### src/rtl/if_stage.sv
// if_stage: instruction fetch stage with IF/ID register; ports: clk/clrn, decode redirect (bpc, jpc, ra, pcsource, wpcir), imem handshake (imem_req/addr/ack/rdata), IF/ID outputs (pc4, inst, inst_valid)
module if_stage #(
  parameter logic [31:0] RESET_PC = 32'h0000_0000
) (
  input  logic        clk,
  input  logic        clrn,
  input  logic [31:0] bpc,
  input  logic [31:0] jpc,
  input  logic [31:0] ra,
  input  logic [1:0]  pcsource,
  input  logic        wpcir,
  output logic        imem_req,
  output logic [31:0] imem_addr,
  input  logic        imem_ack,
  input  logic [31:0] imem_rdata,
  output logic [31:0] pc4,
  output logic [31:0] inst,
  output logic        inst_valid
);
  typedef enum logic [1:0] {IDLE, REQ, HOLD, DRAIN} state_t;
  state_t state;
  logic [31:0] addr_q, tgt_q, hold_q, sel, target, seq;
  logic redirect;
  assign sel = pcsource == 2'b01 ? bpc : pcsource == 2'b10 ? ra : jpc;
  assign target = sel & 32'hFFFF_FFFC;
  assign seq = addr_q + 32'd4;
  assign redirect = inst_valid & wpcir & (pcsource != 2'b00);
  assign imem_req = state == REQ || state == DRAIN;
  assign imem_addr = addr_q;
  always_ff @(posedge clk or negedge clrn) begin
    if (!clrn) begin
      state <= IDLE;
      addr_q <= RESET_PC;
      tgt_q <= '0;
      hold_q <= '0;
      pc4 <= '0;
      inst <= '0;
      inst_valid <= 1'b0;
    end else begin
      case (state)
        IDLE: state <= REQ;
        REQ:
          if (redirect) begin
            inst_valid <= 1'b0;
            if (imem_ack) addr_q <= target;
            else begin
              tgt_q <= target;
              state <= DRAIN;
            end
          end else if (imem_ack && wpcir) begin
            pc4 <= seq;
            inst <= imem_rdata;
            inst_valid <= 1'b1;
            addr_q <= seq;
          end else if (imem_ack) begin
            hold_q <= imem_rdata;
            state <= HOLD;
          end else if (wpcir) begin
            inst_valid <= 1'b0;
            inst <= '0;
          end
        HOLD:
          if (wpcir) begin
            state <= REQ;
            if (redirect) begin
              inst_valid <= 1'b0;
              addr_q <= target;
            end else begin
              pc4 <= seq;
              inst <= hold_q;
              inst_valid <= 1'b1;
              addr_q <= seq;
            end
          end
        DRAIN: begin
          if (imem_ack) begin
            addr_q <= tgt_q;
            state <= REQ;
          end
          if (wpcir) inst_valid <= 1'b0;
        end
        default: state <= IDLE;
      endcase
    end
  end
endmodule

### config.mk
export PLATFORM = sky130hd
export DESIGN_NAME = if_stage
export DESIGN_NICKNAME = d
export VERILOG_FILES = /design/src/rtl/if_stage.sv
export SDC_FILE = /design/constraint.sdc
export NUM_CORES = 1
export LEC_CHECK = 0
export ABC_AREA = 1
export CAP_MARGIN = 5
export CORE_MARGIN = 5
export CORE_UTILIZATION = 44
export CTS_BUF_LIST = sky130_fd_sc_hd__clkbuf_16
export DETAILED_ROUTE_END_ITERATION = 10
export GPL_TIMING_DRIVEN = 1
export PLACE_DENSITY = 0.82
export SETUP_SLACK_MARGIN = 0.15
export SLEW_MARGIN = 20
export SYNTH_ARGS = -nofsm -noshare
export SYNTH_HDL_FRONTEND = slang
export SYNTH_SLANG_ARGS = --single-unit
### constraint.sdc
create_clock -name clk -period 1.8 [get_ports clk]
set_clock_uncertainty 0.1 [all_clocks]
set_input_delay 0.27 -clock clk [delete_from_list [all_inputs] [get_ports clk]]
set_output_delay 0.27 -clock clk [all_outputs]
set_load 0.02 [all_outputs]
==> impl_metrics.env <==
export IMPL_run_status="finished with violations"
export IMPL_violations_in_the_final_reports="setup timing"
export IMPL_count_of_cell_types_in_the_netlist=35
export IMPL_power_mw=27.2
export IMPL_cp_slowest_stage_delay_ns=0.46
export IMPL_setup_tns_ns=-6.99
export IMPL_max_vdd_ir_drop_mv=0.929
export IMPL_synth_async_sr_flop_share_pct=100
export IMPL_final_antenna_net_count=0
export IMPL_clock_transition_at_path_regs_ns=0.07
export IMPL_rows=50
export IMPL_drc=0
export IMPL_worstPathRequired_ns=2.02
export IMPL_ys_flop_type="dfrtp_1"
export IMPL_cellLeakagePower_nw=6.25
export IMPL_floorplan_core_area_um2=18800
export IMPL_cts_buffers_inserted=17
export IMPL_highest_signal_layer="met4"
export IMPL_setup_worst_path_class="flip-flop to flip-flop"
export IMPL_drv_max_cap_violation_count=0
export IMPL_critical_path_startpoint_type="flip-flop"
export IMPL_setup_violations_final=107
export IMPL_ios=232
export IMPL_final_period_minus_worst_setup_slack_ns=1.95
export IMPL_grt_start_max_net_pins=65
export IMPL_p_int_mw=14.8
export IMPL_final_layout_worst_hold_slack_ns=0.215
export IMPL_first_global_vias=9212
export IMPL_cp_cell_sequence="inv_2 -> nor2_4 -> buf_6 -> o21ai_4 -> nor2_4 -> buf_6 -> buf_6 -> o211ai_1 -> o21a_1"
export IMPL_gp_congestion=0.979
export IMPL_rsz_0062_raised_after_global_routing="true"
export IMPL_cts_sink_count=157
export IMPL_grt_resource_usage_total_pct=27.5
export IMPL_power_density_cell_area_nw_per_um2=1980
export IMPL_drive_gt1_share_pct=25.5
export IMPL_post_synth_inst_count=1094
export IMPL_clock_tree_root_cell="clkbuf_16"
export IMPL_grt_antenna_before_repair=0
export IMPL_met3_wirelength_um=3850
export IMPL_syn_area_um2=8440
export IMPL_detailed_place_hpwl_um=20500
export IMPL_worst_min_delay_path_category="input pin to asynchronous set/reset pin"
export IMPL_vias=9835
export IMPL_crit_path_arrival_time_ns=2.18
export IMPL_clk_insertion_delay_late_ns=0.45
export IMPL_first_pass_iters=8
export IMPL_synth_area_per_cell_um2=7.72
export IMPL_critPathCaptureType="flip-flop"
export IMPL_switching_share_pct=45.5
export IMPL_cp_max_stage_cell="dfrtp_2"
export IMPL_wirelength_um=35100
export IMPL_portBuffers=221
export IMPL_ys_seq_elements=157
export IMPL_count_of_inserted_antenna_diode_cells=0
export IMPL_power_share_clock_pct=13.7
export IMPL_final_critical_path_setup_slack_ns=-0.155
export IMPL_combinationalPowerShare_pct=61.1
export IMPL_routedLengthMet1_um=12600
export IMPL_cts_htree_levels=4
export IMPL_nNetsFinal=1556
export IMPL_final_hold_viols=0
export IMPL_dieHeight_um=149
export IMPL_wire_length_of_the_first_global_routing_pass_um=48600
export IMPL_cts_tree="yes"
export IMPL_layout_core_utilization_pct=73.2
export IMPL_worstPathMaxFanout=6
export IMPL_die_area_um2=22100
export IMPL_sequentialPowerShare_pct=25.3
export IMPL_initial_utilization_pct=45.0
export IMPL_dr_vias_cell=5.90
export IMPL_overflow=0
export IMPL_synth_seq_area_share_pct=46.5
export IMPL_place_inst=1574
export IMPL_finalNonFillerCells=1668
export IMPL_clock_tree_buffer_depth=2
export IMPL_met2_wirelength_um=16600
export IMPL_area_delta_synth_final_pct=62.8
export IMPL_fmax_ghz=0.512
export IMPL_synth_enable_flop_cells=0
export IMPL_wl_per_cell_um=21.0
export IMPL_min_period_over_period_pct=109
export IMPL_dieWidth_um=149
export IMPL_timing_final_max_slew_violations=0
export IMPL_critical_path_top_cell_by_count="buf_6"
export IMPL_switching_power_mw=12.4
export IMPL_synth_warning_count=0
export IMPL_detailedRoute_firstIterationViolations=1103
-- cell usage after synthesis, types with 4 or more instances --
cell	instances	area share [%]
a21boi_0	19	1.7
a21boi_1	6	0.53
a21oi_1	58	3.4
a31oi_1	5	0.37
buf_1	5	0.22
buf_2	26	1.5
buf_4	11	0.98
clkbuf_1	23	1.0
dfrtp_1	157	47
inv_1	97	4.3
inv_2	4	0.18
nand2_1	291	13
nand3_1	117	6.9
nor2_1	51	2.3
o211ai_1	35	3.1
o21a_1	53	4.7
o21ai_0	100	5.9
o21ai_1	5	0.30
xor2_1	7	0.73
-- sequential cells by signal, summed over array words and instances, names as in the netlist --
register    cells
pc4            30
tgt_q          30
state           2
imem_addr      30
inst_valid      1
inst           32
hold_q         32
-- critical path, delay by kind of cell, from the launching register on --
kind / cells / cell delay, ns
AO/OA/AOI/OAI: 3 / 0.33
buffers and inverters: 4 / 0.50
flip-flops: 1 / 0.46
AND/OR/NAND/NOR: 2 / 0.44
-- cells by family (layout without fill, tap and decap cells) --
family	Yosys count	count (layout)	share of synthesized area (%)
fa+ha+maj	1	1	0.148
flops	157	157	46.5
xor+xnor	8	8	0.830
simple gates	470	470	23.0
buf+inv	170	507	8.71
compound gates	287	287	20.7
other cells	1	4	0.0444
-- cell type report --
class / instances / area [um2]
fill: 1232 / 5020
multi-input combinational: 770 / 4560
tap: 234 / 293
sequential: 157 / 3940
clock inverter: 15 / 159
timing repair buffer: 374 / 3980
inverter: 101 / 394
clock buffer: 17 / 425
-- power groups by stage --
| stage | Clock, mW | Combinational [mW] | Sequential [mW] |
|---|---|---|---|
| CTS | 3.66 | 13.6 | 6.60 |
| floorplan | 0 | 5.47 | 7.59 |
| detailed placement | 0 | 12.0 | 6.60 |
| finish | 3.71 | 16.6 | 6.87 |
| global route | 3.84 | 17.5 | 7.02 |
| global placement | 0 | 11.7 | 6.54 |
-- placed cells by master, fill, tap and decap left out, types with 6 or more instances in the layout --
master	n
o21a_1	53
nand3_1	97
a21oi_2	22
inv_6	6
o211ai_1	35
nand2_4	14
buf_4	75
dfrtp_2	10
nor2_2	8
o21ai_1	17
clkdlybuf4s15_1	6
buf_12	22
dlygate4sd2_1	75
dfrtp_1	147
a21boi_1	9
clkdlybuf4s50_1	126
a21oi_4	8
inv_1	91
buf_2	8
buf_6	42
o21ai_0	78
o21ai_2	10
buf_16	7
nand2_2	30
nor2_4	12
inv_2	6
nand2_1	248
nor2_1	35
a21boi_2	16
nand3_2	17
a21oi_1	29
clkbuf_16	26
-- repair_timing --
action                     4_1_cts  5_1_grt
cloned                          10       11
hold buffers                     1        0
buffers inserted                21       19
hold endpoints to repair        66        0
gates resized for setup        266      167
setup endpoints to repair      201      173
pin swaps                       28       27
-- worst paths after layout --
check	cells past startpoint	to	start	slack (ns)
setup / recovery	9	inst[0]	state[1]	-0.15
setup reg to reg	9	inst[0]	state[1]	-0.15
hold / removal	2	hold_q[6]	clrn	0.21
max in group asynchronous	3	imem_addr[2]	clrn	0.80
min in group clk	3	hold_q[6]	imem_rdata[6]	0.32
hold reg to reg	1	inst[8]	inst[8]	0.39
-- metal layers --
layer | up-vias | global-route usage [%]
met2 | 723 | 44.9
met3 | 178 | 5.55
li1 | 4283 | -
met4 | 0 | 12.6
met1 | 4651 | 35.3
met5 | - | 0
-- stage by stage --
step	worst slack, ns	area (um2)
floorplan	0.145	8470
global placement	-0.412	11600
detailed placement	-0.487	11600
CTS	-0.0183	12900
global route	-0.210	13700
finish	-0.155	13700
Note: power is estimated with default switching activity, not from simulation.
